$ cat src/rtl/reglk_pkg.sv
// Shared definitions for the register-lock access guard.
//   REGLK_*_BIT   : bit positions inside one lock byte
//   reglk_byte_t  : decoded view of one lock byte
//   reglk_log_t   : violation log entry {periph, we, addr}
// Packages cannot take parameters, so the log-entry widths are fixed here.
// The guard's ADDR_W and NB_PERIPHERALS defaults are taken from these values.
package reglk_pkg;

    localparam int REGLK_RD_BIT     = 0;
    localparam int REGLK_WR_BIT     = 1;
    localparam int REGLK_STICKY_BIT = 7;

    localparam int REGLK_NB_PERIPH = 3;
    localparam int REGLK_PERIPH_W  = (REGLK_NB_PERIPH > 1) ? $clog2(REGLK_NB_PERIPH) : 1;
    localparam int REGLK_ADDR_W    = 32;

    typedef struct packed {
        logic       sticky;    // bit 7
        logic [4:0] reserved;  // bits 6:2, ignored
        logic       wr_lock;   // bit 1
        logic       rd_lock;   // bit 0
    } reglk_byte_t;

    typedef struct packed {
        logic [REGLK_PERIPH_W-1:0] periph;
        logic                      we;
        logic [REGLK_ADDR_W-1:0]   addr;
    } reglk_log_t;

endpackage

$ cat src/rtl/reglk_log_fifo.sv
// Generic synchronous FIFO used as the violation log.
//   clk_i, rst_ni : clock, asynchronous active-low reset
//   clear_i       : synchronous flush (pointers return to empty)
//   push_i/data_i : write request; ignored when full unless a pop happens too
//   pop_i         : read request; ignored when empty
//   data_o        : oldest entry, all-zero while empty
//   full_o/empty_o: occupancy flags
// Pointers carry one extra wrap bit so full and empty are distinguishable.
module reglk_log_fifo #(
    parameter int  DEPTH   = 8,
    parameter type entry_t = logic
) (
    input  logic   clk_i,
    input  logic   rst_ni,
    input  logic   clear_i,
    input  logic   push_i,
    input  entry_t data_i,
    input  logic   pop_i,
    output entry_t data_o,
    output logic   full_o,
    output logic   empty_o
);

    localparam int AW = $clog2(DEPTH);

    logic [AW:0] wr_ptr_q;
    logic [AW:0] rd_ptr_q;
    entry_t      mem_q [DEPTH];
    logic        do_push;
    logic        do_pop;

    assign empty_o = (wr_ptr_q == rd_ptr_q);
    assign full_o  = (wr_ptr_q[AW] != rd_ptr_q[AW]) &&
                     (wr_ptr_q[AW-1:0] == rd_ptr_q[AW-1:0]);

    assign do_pop  = pop_i & ~empty_o;
    // When full, a simultaneous pop frees the slot being overwritten.
    assign do_push = push_i & (~full_o | do_pop);

    always_ff @(posedge clk_i or negedge rst_ni) begin
        if (!rst_ni) begin
            wr_ptr_q <= '0;
            rd_ptr_q <= '0;
        end else if (clear_i) begin
            wr_ptr_q <= '0;
            rd_ptr_q <= '0;
        end else begin
            if (do_push) wr_ptr_q <= wr_ptr_q + (AW+1)'(1);
            if (do_pop)  rd_ptr_q <= rd_ptr_q + (AW+1)'(1);
        end
    end

    always_ff @(posedge clk_i) begin
        if (do_push && !clear_i) mem_q[wr_ptr_q[AW-1:0]] <= data_i;
    end

    assign data_o = empty_o ? entry_t'('0) : mem_q[rd_ptr_q[AW-1:0]];

endmodule

$ cat src/rtl/reglk_access_guard.sv
// Register-lock access guard.
// Checks each peripheral access against that peripheral's lock byte and
// answers allow/deny one cycle after acceptance. Denials are logged in a
// FIFO and counted with a saturating counter.
//   reglk_ctrl_i   : lock bytes, byte k = [8k+7:8k] (bit0 rd, bit1 wr, bit7 sticky)
//   req_*          : access request (valid/ready, periph, we, addr)
//   resp_*         : decision (valid/ready, allow)
//   log_*          : violation log drain (valid/ready, entry, sticky overflow)
//   viol_cnt_o     : saturating count of all denials
//   clear_i        : flushes log, counter and overflow flag (not sticky locks)
// Optional: define REGLK_GUARD_IRQ_EN to add irq_o, a registered flag that
// is high while the log is non-empty or has overflowed.
module reglk_access_guard
    import reglk_pkg::*;
#(
    parameter int NB_PERIPHERALS = REGLK_NB_PERIPH,
    parameter int ADDR_W         = REGLK_ADDR_W,
    parameter int LOG_DEPTH      = 8,
    parameter int CNT_W          = 16,
    localparam int PERIPH_W      = (NB_PERIPHERALS > 1) ? $clog2(NB_PERIPHERALS) : 1
) (
    input  logic                        clk_i,
    input  logic                        rst_ni,
    input  logic [8*NB_PERIPHERALS-1:0] reglk_ctrl_i,
    input  logic                        req_valid_i,
    output logic                        req_ready_o,
    input  logic [PERIPH_W-1:0]         req_periph_i,
    input  logic                        req_we_i,
    input  logic [ADDR_W-1:0]           req_addr_i,
    output logic                        resp_valid_o,
    input  logic                        resp_ready_i,
    output logic                        resp_allow_o,
    output logic                        log_valid_o,
    input  logic                        log_ready_i,
    output reglk_log_t                  log_entry_o,
    output logic                        log_overflow_o,
    output logic [CNT_W-1:0]            viol_cnt_o,
    input  logic                        clear_i
`ifdef REGLK_GUARD_IRQ_EN
    ,
    output logic                        irq_o
`endif
);

    reglk_byte_t [NB_PERIPHERALS-1:0] lock_bytes;
    logic [NB_PERIPHERALS-1:0]        sticky_rd_q;
    logic [NB_PERIPHERALS-1:0]        sticky_wr_q;
    // Padded to a power of two so out-of-range indices read as unlocked;
    // those requests are denied by the range check instead.
    logic [2**PERIPH_W-1:0]           rd_lock;
    logic [2**PERIPH_W-1:0]           wr_lock;

    logic             accept;
    logic             periph_ok;
    logic             deny;
    logic             log_push;
    logic             log_pop;
    logic             log_full;
    logic             log_empty;
    reglk_log_t       push_entry;
    logic             resp_valid_q;
    logic             resp_allow_q;
    logic             overflow_q;
    logic [CNT_W-1:0] viol_cnt_q;

    assign lock_bytes = reglk_ctrl_i;

    always_comb begin
        rd_lock = '0;
        wr_lock = '0;
        for (int k = 0; k < NB_PERIPHERALS; k++) begin
            rd_lock[k] = lock_bytes[k].rd_lock | sticky_rd_q[k];
            wr_lock[k] = lock_bytes[k].wr_lock | sticky_wr_q[k];
        end
    end

    // Sticky bits only ever set; clear_i deliberately leaves them alone.
    always_ff @(posedge clk_i or negedge rst_ni) begin
        if (!rst_ni) begin
            sticky_rd_q <= '0;
            sticky_wr_q <= '0;
        end else begin
            for (int k = 0; k < NB_PERIPHERALS; k++) begin
                if (lock_bytes[k].sticky) begin
                    sticky_rd_q[k] <= sticky_rd_q[k] | lock_bytes[k].rd_lock;
                    sticky_wr_q[k] <= sticky_wr_q[k] | lock_bytes[k].wr_lock;
                end
            end
        end
    end

    assign req_ready_o = ~resp_valid_q | resp_ready_i;
    assign accept      = req_valid_i & req_ready_o;
    assign periph_ok   = 32'(req_periph_i) < 32'(NB_PERIPHERALS);
    assign deny        = ~periph_ok |
                         (req_we_i ? wr_lock[req_periph_i] : rd_lock[req_periph_i]);

    always_ff @(posedge clk_i or negedge rst_ni) begin
        if (!rst_ni) begin
            resp_valid_q <= 1'b0;
            resp_allow_q <= 1'b0;
        end else if (accept) begin
            resp_valid_q <= 1'b1;
            resp_allow_q <= ~deny;
        end else if (resp_ready_i) begin
            resp_valid_q <= 1'b0;
        end
    end

    assign resp_valid_o = resp_valid_q;
    assign resp_allow_o = resp_allow_q;

    // A denial coinciding with clear_i is dropped entirely.
    assign log_push   = accept & deny & ~clear_i;
    assign log_pop    = log_ready_i & ~log_empty;
    assign push_entry = '{periph: REGLK_PERIPH_W'(req_periph_i),
                          we:     req_we_i,
                          addr:   REGLK_ADDR_W'(req_addr_i)};

    reglk_log_fifo #(
        .DEPTH   (LOG_DEPTH),
        .entry_t (reglk_log_t)
    ) u_log_fifo (
        .clk_i   (clk_i),
        .rst_ni  (rst_ni),
        .clear_i (clear_i),
        .push_i  (log_push),
        .data_i  (push_entry),
        .pop_i   (log_pop),
        .data_o  (log_entry_o),
        .full_o  (log_full),
        .empty_o (log_empty)
    );

    assign log_valid_o = ~log_empty;

    always_ff @(posedge clk_i or negedge rst_ni) begin
        if (!rst_ni) begin
            overflow_q <= 1'b0;
            viol_cnt_q <= '0;
        end else if (clear_i) begin
            overflow_q <= 1'b0;
            viol_cnt_q <= '0;
        end else begin
            if (log_push && log_full && !log_pop) overflow_q <= 1'b1;
            if (log_push && (viol_cnt_q != '1))   viol_cnt_q <= viol_cnt_q + CNT_W'(1);
        end
    end

    assign log_overflow_o = overflow_q;
    assign viol_cnt_o     = viol_cnt_q;

`ifdef REGLK_GUARD_IRQ_EN
    logic irq_q;

    always_ff @(posedge clk_i or negedge rst_ni) begin
        if (!rst_ni) irq_q <= 1'b0;
        else         irq_q <= ~log_empty | overflow_q;
    end

    assign irq_o = irq_q;
`endif

endmodule

$ cat config.mk
export PLATFORM = sky130hd
export DESIGN_NAME = reglk_access_guard
export DESIGN_NICKNAME = d
export VERILOG_FILES = /design/src/rtl/reglk_pkg.sv /design/src/rtl/reglk_log_fifo.sv /design/src/rtl/reglk_access_guard.sv
export SDC_FILE = /design/constraint.sdc
export NUM_CORES = 1
export LEC_CHECK = 0
export BUFFER_PORTS_ARGS = -buffer_cell sky130_fd_sc_hd__buf_2
export CORE_MARGIN = 2
export CORE_UTILIZATION = 40
export CTS_BUF_LIST = sky130_fd_sc_hd__clkbuf_16
export DETAILED_ROUTE_END_ITERATION = 10
export SYNTH_ARGS = -nofsm -noshare
export SYNTH_HDL_FRONTEND = slang
export SYNTH_SLANG_ARGS = --single-unit
$ cat constraint.sdc
create_clock -name clk_i -period 14.2 [get_ports clk_i]
set_input_delay 0.71 -clock clk_i [delete_from_list [all_inputs] [get_ports clk_i]]
set_output_delay 0.71 -clock clk_i [all_outputs]
set_load 0.02 [all_outputs]
==> results of run 1 <==
-- routing by layer --
layer | wire length [µm] | vias up | part of all wire
li1 | - | 2833 | -
met1 | 10900 | 3287 | 0.44
met2 | 12300 | 159 | 0.49
met3 | 1460 | 37 | 0.058
met4 | 361 | 8 | 0.014
met5 | 45 | - | 0.0018
-- final timing paths --
kind,cells after the start,start,end,slack [ps]
worst max-delay path,4,u_log_fifo.rd_ptr_q[1]$_DFFE_PN0P_,log_entry_o[34],10160
worst min-delay path,1,rst_ni,u_log_fifo.rd_ptr_q[0]$_DFFE_PN0P_,280
worst max register to register,6,sticky_wr_q[0]$_DFFE_PN0P_,u_log_fifo.mem_q[4][10]$_DFFE_PP_,10470
worst min register to register,1,sticky_wr_q[1]$_DFFE_PN0P_,sticky_wr_q[1]$_DFFE_PN0P_,460
max in group asynchronous,1,rst_ni,u_log_fifo.rd_ptr_q[1]$_DFFE_PN0P_,13360
min in group clk_i,2,reglk_ctrl_i[9],sticky_wr_q[1]$_DFFE_PN0P_,430
-- registers in the layout, summed over array words and instances, names as in the netlist --
| name | count |
|---|---|
| log_overflow_o | 1 |
| resp_valid_o | 1 |
| resp_allow_o | 1 |
| u_log_fifo.wr_ptr_q | 4 |
| u_log_fifo.mem_q | 280 |
| sticky_rd_q | 3 |
| u_log_fifo.rd_ptr_q | 4 |
| sticky_wr_q | 3 |
| viol_cnt_o | 16 |
-- cell families after synthesis --
logic type / count (synthesis) / share of synthesized area
mux: 111 / 0.162
xor+xnor: 7 / 0.00495
flops: 313 / 0.746
compound gates: 47 / 0.0243
fa+ha+maj: 3 / 0.00303
buf+inv: 37 / 0.0117
simple gates: 121 / 0.0485
-- layout by cell type, fill, tap and decap left out, types with 12 or more instances in the layout --
| cell | instances |
|---|---|
| a21oi_1 | 16 |
| buf_2 | 105 |
| buf_4 | 15 |
| clkbuf_16 | 36 |
| dfrtp_1 | 30 |
| edfxtp_1 | 280 |
| inv_1 | 12 |
| mux2i_1 | 36 |
| mux4_2 | 71 |
| nor2_1 | 50 |
| o21ai_0 | 12 |
-- power by group through the flow --
stage	registers (µW)	clock network (µW)	logic (µW)
6_report	1030	796	227
5_1_grt	1040	857	246
4_1_cts	1040	819	232
3_5_place_dp	1060	0	232
3_3_place_gp	1050	0	227
2_1_floorplan	1040	0	170
-- metrics by stage --
| step | power (µW) | cells |
|---|---|---|
| 3_3_place_gp | 1280 | 1121 |
| 6_report | 2060 | 1179 |
| 4_1_cts | 2090 | 1179 |
| 3_5_place_dp | 1290 | 1121 |
| 2_1_floorplan | 1210 | 639 |
| 5_1_grt | 2140 | 1179 |
-- final cells by class --
cell class	instances	area, µm²	share of cell area
Sequential cell	313	9240	0.639
Clock buffer	36	901	0.0623
Inverter	3	11.3	0.000779
Multi-Input combinational cell	289	3050	0.211
Tap cell	396	495	0.0343
Clock inverter	22	118	0.00814
Timing Repair Buffer	120	638	0.0441
-- worst max-delay path: stages (launching register included) --
cell and delay [ps]:
dfrtp_4 1100, xnor2_1 220, and4_2 1010, nor2_1 240
buf_2 240
==> out/results.tsv, run 1 <==
metric	value	unit
layer with the highest usage	met2	
PostCTS Resize Cnt	0	
FP Rows	64	
hold slack final	280	ps
LEAKAGE	0.00478	µW
Net Sw Frac	0.236	
initial antenna violation count	4	
Final WS setup	10160	ps
post-CTS setup buffer count	0	
Post-synth EDFFs	280	
IO Port Bufs	105	
RSZ-0062 raised after global routing	false	
Max Root-Sink Buffers	3	
Sw Pwr	486	µW
Final setup viols	0	
Worst setup SP type	flop	
DR vias/cell	5.36	
antenna-violating nets left	0	
detailed placer's ending HPWL	14000	µm
Area growth syn-to-layout	16.7	%
CTS clock-pin slew for the worst setup and hold paths	60	ps
CP endpoint kind	primary output	
Synth Area per Inst	19.4	µm²
WL/cell	21.3	µm
CTS sink count	313	
post-synthesis sequential area ratio	0.746	
Final Hold Fails	0	
Filler cells	2553	
1st-pass router iterations	4	
DIE AREA	32400	µm²
Worst Path Max Fanout	74	
met3 Use GR	0.0417	
Peak Freq	248	MHz
DRT iter0 DRCs	348	
peak supply drop	0.0735	mV
Clock Power Share	0.387	
routing usage on met2	0.258	
Via Count	6324	
post-placement setup slack	9810	ps
Comb pwr share	0.110	
fin crit period	4040	ps
WP data required	13490	ps
n_diodes	0	
Internal	1570	µW
register bit total from synthesis	313	
Synth top area share	0.679	
Post-synth top flop	edfxtp_1	
worst setup path class	flop to primary output	
GR Layer Usage met1	0.207	
ys async rst share	0.105	
Overflow after GRT	0	
placed inst area	13400	µm²
routability cong.	0.807	
Least-Margin Pin Slew	1120	ps
Initial Util	0.406	
first-pass GRT wire length	38800	µm
clock skew	10.5	ps
Die Ht	180	µm
# Max-Cap Violations	0	
largest net degree at the start of global routing	75	
largest area contributor in the netlist	edfxtp_1	
Tcrit/Tclk final	0.284	
CTS tree	built	
clk root buf	clkbuf_16	
CTS Buf Count	35	
gr usage total	0.155	
Clock Latency Late Sink	500	ps
CP arrival	3330	ps
Netlist cell types	44	
Reg power frac	0.503	
most common cell in the synthesized netlist	edfxtp_1	
hold buffers post-CTS	0	
Cells after Synth	639	
Slew Viols, Final	0	
IO Pins	121	
Cell Pwr Density	142	nW/µm²
cell area after layout	14500	µm²
final core utilization	0.474	
layout cells sized above 1	0.336	
commonest cells in the synthesized netlist	edfxtp_1, mux4_2, nor2_1	
Routed WL	25100	µm
TNS Setup	0	ps
mapped cell area	12400	µm²
Die Span X	180	µm
syn nets	707	
vias in the first global route	6734	
Total Nets Final	830	
Worst Hold Class	primary input to async pin	
top cells by area, synth	edfxtp_1, mux4_2, dfrtp_1, mux2i_1, nor2_1	
Remaining DRCs	0	
status	completed	
Rel. slew slack	0.250	
Synth warnings	0	
core area	30500	µm²
H-tree levels	2	
(Power assumes the default switching activity.)
==> run 2: changes to the inputs <==
--- a/config.mk
+++ b/config.mk
@@ -5,6 +5,7 @@
 export SDC_FILE = /design/constraint.sdc
 export NUM_CORES = 1
 export LEC_CHECK = 0
+export ABC_AREA = 1
 export BUFFER_PORTS_ARGS = -buffer_cell sky130_fd_sc_hd__buf_2
 export CORE_MARGIN = 2
 export CORE_UTILIZATION = 40
==> constraint.sdc (replaced) <==
create_clock -name clk_i -period 4.1 [get_ports clk_i]
set_input_delay 0.205 -clock clk_i [delete_from_list [all_inputs] [get_ports clk_i]]
set_output_delay 0.205 -clock clk_i [all_outputs]
set_load 0.02 [all_outputs]
==> out/results.tsv, run 2 <==
metric	value	unit
clk root buf	clkbuf_16	
CTS tree	built	
Rel. slew slack	0.213	
largest area contributor in the netlist	edfxtp_1	
CTS sink count	313	
Die Ht	184	µm
LEAKAGE	0.00578	µW
Synth warnings	0	
status	completed	
Worst Path Max Fanout	106	
area of the multi-input gates	3320	µm²
DRT iter0 DRCs	529	
RSZ-0062 raised after global routing	false	
CTS Buf Count	35	
Post-synth top flop	edfxtp_1	
most common cell in the synthesized netlist	edfxtp_1	
Worst setup SP type	flop	
worst-path cell chain	buf_4, nor2_1, nor2_1, o21ai_0, o21ai_0, o21ai_0, a31oi_1, buf_2	
post-placement setup slack	1140	ps
fin cells	1688	
Remaining DRCs	0	
detailed placer's ending HPWL	14900	µm
CP endpoint kind	primary output	
Worst Hold Class	primary input to flop	
clock skew	16.1	ps
peak supply drop	0.316	mV
Reg2Reg Setup Slack	1250	ps
max FFs per register	280	
WP data required	3890	ps
Peak Freq	288	MHz
Clock Latency Late Sink	510	ps
most frequent cells in the layout	edfxtp_1, nor2_1, o21ai_0, buf_2, nand2_1	
WL/cell	17.0	µm
Synth top area share	0.648	
fin crit period	3470	ps
Cells after Synth	1117	
layout cells sized above 1	0.156	
slowest CP cell	buf_4	
Least-Margin Pin Slew	1180	ps
TNS Setup	0	ps
Reg2Reg Depth	9	
Comb pwr share	0.146	
cell family with most CP delay	buffers and inverters	
Die Span X	184	µm
Final Hold Fails	0	
routability cong.	0.816	
commonest non-fill, non-tap cell in the layout	edfxtp_1	
syn nets	1185	
initial antenna violation count	1	
Via Count	8664	
ys async rst share	0.105	
DIE AREA	33900	µm²
largest net degree at the start of global routing	143	
top cells by area, synth	edfxtp_1, nor2_1, o21ai_0, dfrtp_1, nand2_1	
CP arrival	3270	ps
Max Root-Sink Buffers	3	
critical path's most frequent cell	o21ai_0	
worst path bufs/invs	2	
CP endpoint	log_entry_o[12]	
WHS Path Cells	1	
PostCTS Resize Cnt	0	
Routed WL	28700	µm
Final WS setup	627	ps
worst setup path class	flop to primary output	
Area growth syn-to-layout	19.7	%
core area	31700	µm²
Overflow after GRT	0	
H-tree levels	2	
Total Nets Final	1326	
1st-pass router iterations	4	
FP Rows	65	
hold buffers post-CTS	45	
IO Pins	121	
Slowest Stage Delay on Critical Path	970	ps
RR Startpoint	u_log_fifo.rd_ptr_q[0]$_DFFE_PN0P_	
IO Port Bufs	105	
Slew Viols, Final	0	
Tcrit/Tclk final	0.847	
register bit total from synthesis	313	
Post-synth EDFFs	280	
reg-to-reg endpoint	u_log_fifo.mem_q[3][29]$_DFFE_PP_	
# Max-Cap Violations	0	
FF/Latch Area	9240	µm²
vias in the first global route	8532	
Net Sw Frac	0.263	
Initial Util	0.409	
Sw Pwr	2060	µW
first-pass GRT wire length	45200	µm
Internal	5750	µW
DR vias/cell	5.13	
Netlist cell types	31	
gr usage total	0.171	
placed cells	1578	
post-synthesis sequential area ratio	0.711	
Setup crit start	u_log_fifo.rd_ptr_q[0]$_DFFE_PN0P_	
post-CTS setup buffer count	0	
Cell Pwr Density	503	nW/µm²
Synth Area per Inst	11.6	µm²
Filler cells	2783	
commonest cells in the synthesized netlist	edfxtp_1, nor2_1, o21ai_0	
antenna-violating nets left	0	
Critical Path Stages	8	
mapped cell area	13000	µm²
CTS clock-pin slew for the worst setup and hold paths	60	ps
Reg power frac	0.458	
Final setup viols	0	
Clock Power Share	0.396	
==> run 2: power by group through the flow <==
stage,clock [µW],combinational (µW),sequential [µW]
after CTS,3160,1160,3570
after global placement,0,1110,3640
after global routing,3290,1280,3580
after detailed placement,0,1120,3640
final,3090,1140,3570
after floorplan,0,797,3610
==> run 2: through the flow <==
step	utilization	hold WS [ps]	area [µm²]	total power (µW)
final	0.490	14.0	15500	7810
after CTS	0.490	4.48	15500	7890
after detailed placement	0.439	332	13900	4760
after global routing	0.490	10.9	15500	8150
after global placement	0.439	321	13900	4750
after floorplan	-	-90.6	13000	4410
==> run 2: cell type report <==
class	instances	share of cell area
clock inverters	29	0.0176
well taps	402	0.0324
multi-input cells	698	0.214
flip-flops and latches	313	0.595
inverters	43	0.0106
clock buffers	35	0.0564
repair buffers	167	0.0743
diodes	1	0.000161
==> run 2: how the worst min path moves through the flow <==
stage,start,to,slack [ps]
2_1_floorplan,rst_ni,log_overflow_o$_DFFE_PN0P_,-90
3_3_place_gp,rst_ni,viol_cnt_o[0]$_DFFE_PN0P_,320
3_5_place_dp,rst_ni,viol_cnt_o[2]$_DFFE_PN0P_,330
4_1_cts,req_periph_i[1],u_log_fifo.mem_q[6][34]$_DFFE_PP_,4
5_1_grt,req_periph_i[1],u_log_fifo.mem_q[2][34]$_DFFE_PP_,10
6_report,req_periph_i[1],u_log_fifo.mem_q[3][34]$_DFFE_PP_,10
==> run 2: per-layer routing <==
| metal | wire, µm | part of all wire | up-vias | global-route usage |
|---|---|---|---|---|
| met5 | 0 | 0 | - | 0 |
| met4 | 452 | 0.016 | 0 | 0.0448 |
| met2 | 13700 | 0.48 | 226 | 0.293 |
| met3 | 1610 | 0.056 | 51 | 0.0326 |
| li1 | - | - | 4239 | - |
| met1 | 12900 | 0.45 | 4148 | 0.223 |
==> run 2: logic make-up (layout without fill, tap and decap cells) <==
family	Yosys count	count (layout)	synth area share
adder cells (fa/ha/maj)	3	3	0.00289
AO/OA/AOI/OAI	259	259	0.104
AND/OR/NAND/NOR	419	419	0.133
XOR/XNOR	17	17	0.0115
buffers and inverters	106	274	0.0372
flip-flops	313	313	0.711
other	0	1	0
==> run 3: changes to the inputs <==
--- a/config.mk
+++ b/config.mk
@@ -5,7 +5,7 @@
 export SDC_FILE = /design/constraint.sdc
 export NUM_CORES = 1
 export LEC_CHECK = 0
-export ABC_AREA = 1
+export ABC_AREA = 0
 export BUFFER_PORTS_ARGS = -buffer_cell sky130_fd_sc_hd__buf_2
 export CORE_MARGIN = 2
 export CORE_UTILIZATION = 40
==> constraint.sdc (replaced) <==
create_clock -name clk_i -period 2.9 [get_ports clk_i]
set_input_delay 0.145 -clock clk_i [delete_from_list [all_inputs] [get_ports clk_i]]
set_output_delay 0.145 -clock clk_i [all_outputs]
set_load 0.02 [all_outputs]
==> out/results.tsv, run 3 (same netlist as run 1, synthesis figures left out) <==
metric	value	unit
status	completed	
Initial Util	0.406	
H-tree levels	2	
peak supply drop	0.329	mV
WP data required	2760	ps
clock skew	13.7	ps
worst setup path class	flop to primary output	
CTS tree	built	
Remaining DRCs	0	
hold slack final	58.5	ps
Net Sw Frac	0.239	
FF/Latch Area	9240	µm²
Area growth syn-to-layout	23.3	%
Worst setup SP type	flop	
core area	30500	µm²
Peak Freq	369	MHz
Final setup viols	0	
Internal	7970	µW
Least-Margin Pin Slew	818	ps
DR vias/cell	5.26	
fin crit period	2710	ps
DRT iter0 DRCs	503	
cell area after layout	15300	µm²
Slew Viols, Final	0	
Routed WL	25400	µm
CTS sink count	313	
Clock Power Share	0.399	
Overflow after GRT	0	
post-CTS setup buffer count	0	
Worst Hold Class	primary input to flop	
area of the multi-input gates	3110	µm²
CTS Buf Count	34	
routability cong.	0.761	
IO Pins	121	
Reg power frac	0.477	
largest net degree at the start of global routing	74	
Sw Pwr	2500	µW
# Max-Cap Violations	0	
Total Nets Final	888	
CP endpoint kind	primary output	
CP arrival	2560	ps
detailed placer's ending HPWL	14200	µm
first-pass GRT wire length	39900	µm
Filler cells	2479	
Die Ht	180	µm
Cell Pwr Density	686	nW/µm²
Clock Latency Late Sink	520	ps
Max Root-Sink Buffers	3	
CTS clock-pin slew for the worst setup and hold paths	60	ps
Via Count	6527	
antenna-violating nets left	0	
DIE AREA	32400	µm²
placed inst area	13600	µm²
initial antenna violation count	1	
n_diodes	0	
RSZ-0062 raised after global routing	false	
vias in the first global route	7120	
FP Rows	64	
LEAKAGE	0.00510	µW
1st-pass router iterations	4	
WL/cell	20.5	µm
layout cells sized above 1	0.324	
Rel. slew slack	0.455	
Die Span X	180	µm
Comb pwr share	0.124	
Tcrit/Tclk final	0.934	
commonest non-fill, non-tap cell in the layout	edfxtp_1	
clk root buf	clkbuf_16	
Final Hold Fails	0	
Worst Path Max Fanout	73	
gr usage total	0.159	
IO Port Bufs	105	
max FFs per register	280	
most frequent cells in the layout	edfxtp_1, buf_2, mux4_2, dlygate4sd3_1, nor2_1	
-- run 3: cell types whose count changed in the layout (fill, tap and decap cells not counted), moves of 31 or more --
cell,previous run,this run
a31oi_1,35,1
inv_1,45,7
mux2i_1,0,36
mux4_2,0,71
nor2_1,268,50
o21ai_0,190,12
o21ai_1,31,0
nand2_1,76,10
-- run 3: timing repair --
item	4_1_cts	5_1_grt
setup endpoints to repair	1	0
hold buffers	51	0
endpoints found under the hold margin	322	0
resized for setup	1	0
-- run 3: power by group through the flow --
stage               combinational, µW  sequential, µW  clock, µW
finish                           1300            4990       4180
global route                     1410            4990       4460
CTS                              1330            4990       4300
floorplan                         848            5080          0
detailed placement               1270            5080          0
global placement                 1250            5080          0
-- run 3: final timing paths --
kind / slack [ps] / cells past startpoint / end / from
min reg2reg: 490 / 2 / log_overflow_o$_DFFE_PN0P_ / log_overflow_o$_DFFE_PN0P_
min in group asynchronous: 240 / 2 / viol_cnt_o[3]$_DFFE_PN0P_ / rst_ni
max reg2reg: 370 / 8 / u_log_fifo.mem_q[5][8]$_DFFE_PP_ / u_log_fifo.wr_ptr_q[1]$_DFFE_PN0P_
max: 190 / 5 / log_entry_o[1] / u_log_fifo.rd_ptr_q[0]$_DFFE_PN0P_
max in group asynchronous: 2090 / 2 / u_log_fifo.rd_ptr_q[0]$_DFFE_PN0P_ / rst_ni
min: 60 / 4 / resp_allow_o$_DFFE_PN0P_ / resp_ready_i
-- run 3: cell type report --
class / count / share of cell area
clock buffer: 34 / 0.0557
multi-input combinational: 289 / 0.204
timing repair buffer: 179 / 0.0843
clock inverter: 27 / 0.0177
sequential: 313 / 0.605
inverter: 3 / 0.000737
tap: 396 / 0.0324
-- run 3: critical path: stages (launching register included) --
cell     delay, ps
dfrtp_4        430
buf_12         480
mux4_2         570
mux2i_1        260
nor2_1          80
buf_2          170
-- run 3: per-layer routing --
metal / share of wire / track usage / up-vias
met5: 0.00051 / 0 / -
met4: 0.014 / 0.0377 / 2
met3: 0.049 / 0.0328 / 32
met2: 0.51 / 0.281 / 161
met1: 0.42 / 0.203 / 3389
li1: - / - / 2943
-- run 3: stage by stage --
step	setup slack (ps)	std cells	total power [µW]	setup TNS, ps	utilization
after floorplan	-143	639	5920	-10040	-
after global placement	455	1129	6320	0	0.447
after detailed placement	382	1129	6360	0	0.447
after CTS	144	1241	10600	0	0.501
after global routing	59.3	1241	10900	0	0.501
final	193	1241	10500	0	0.501
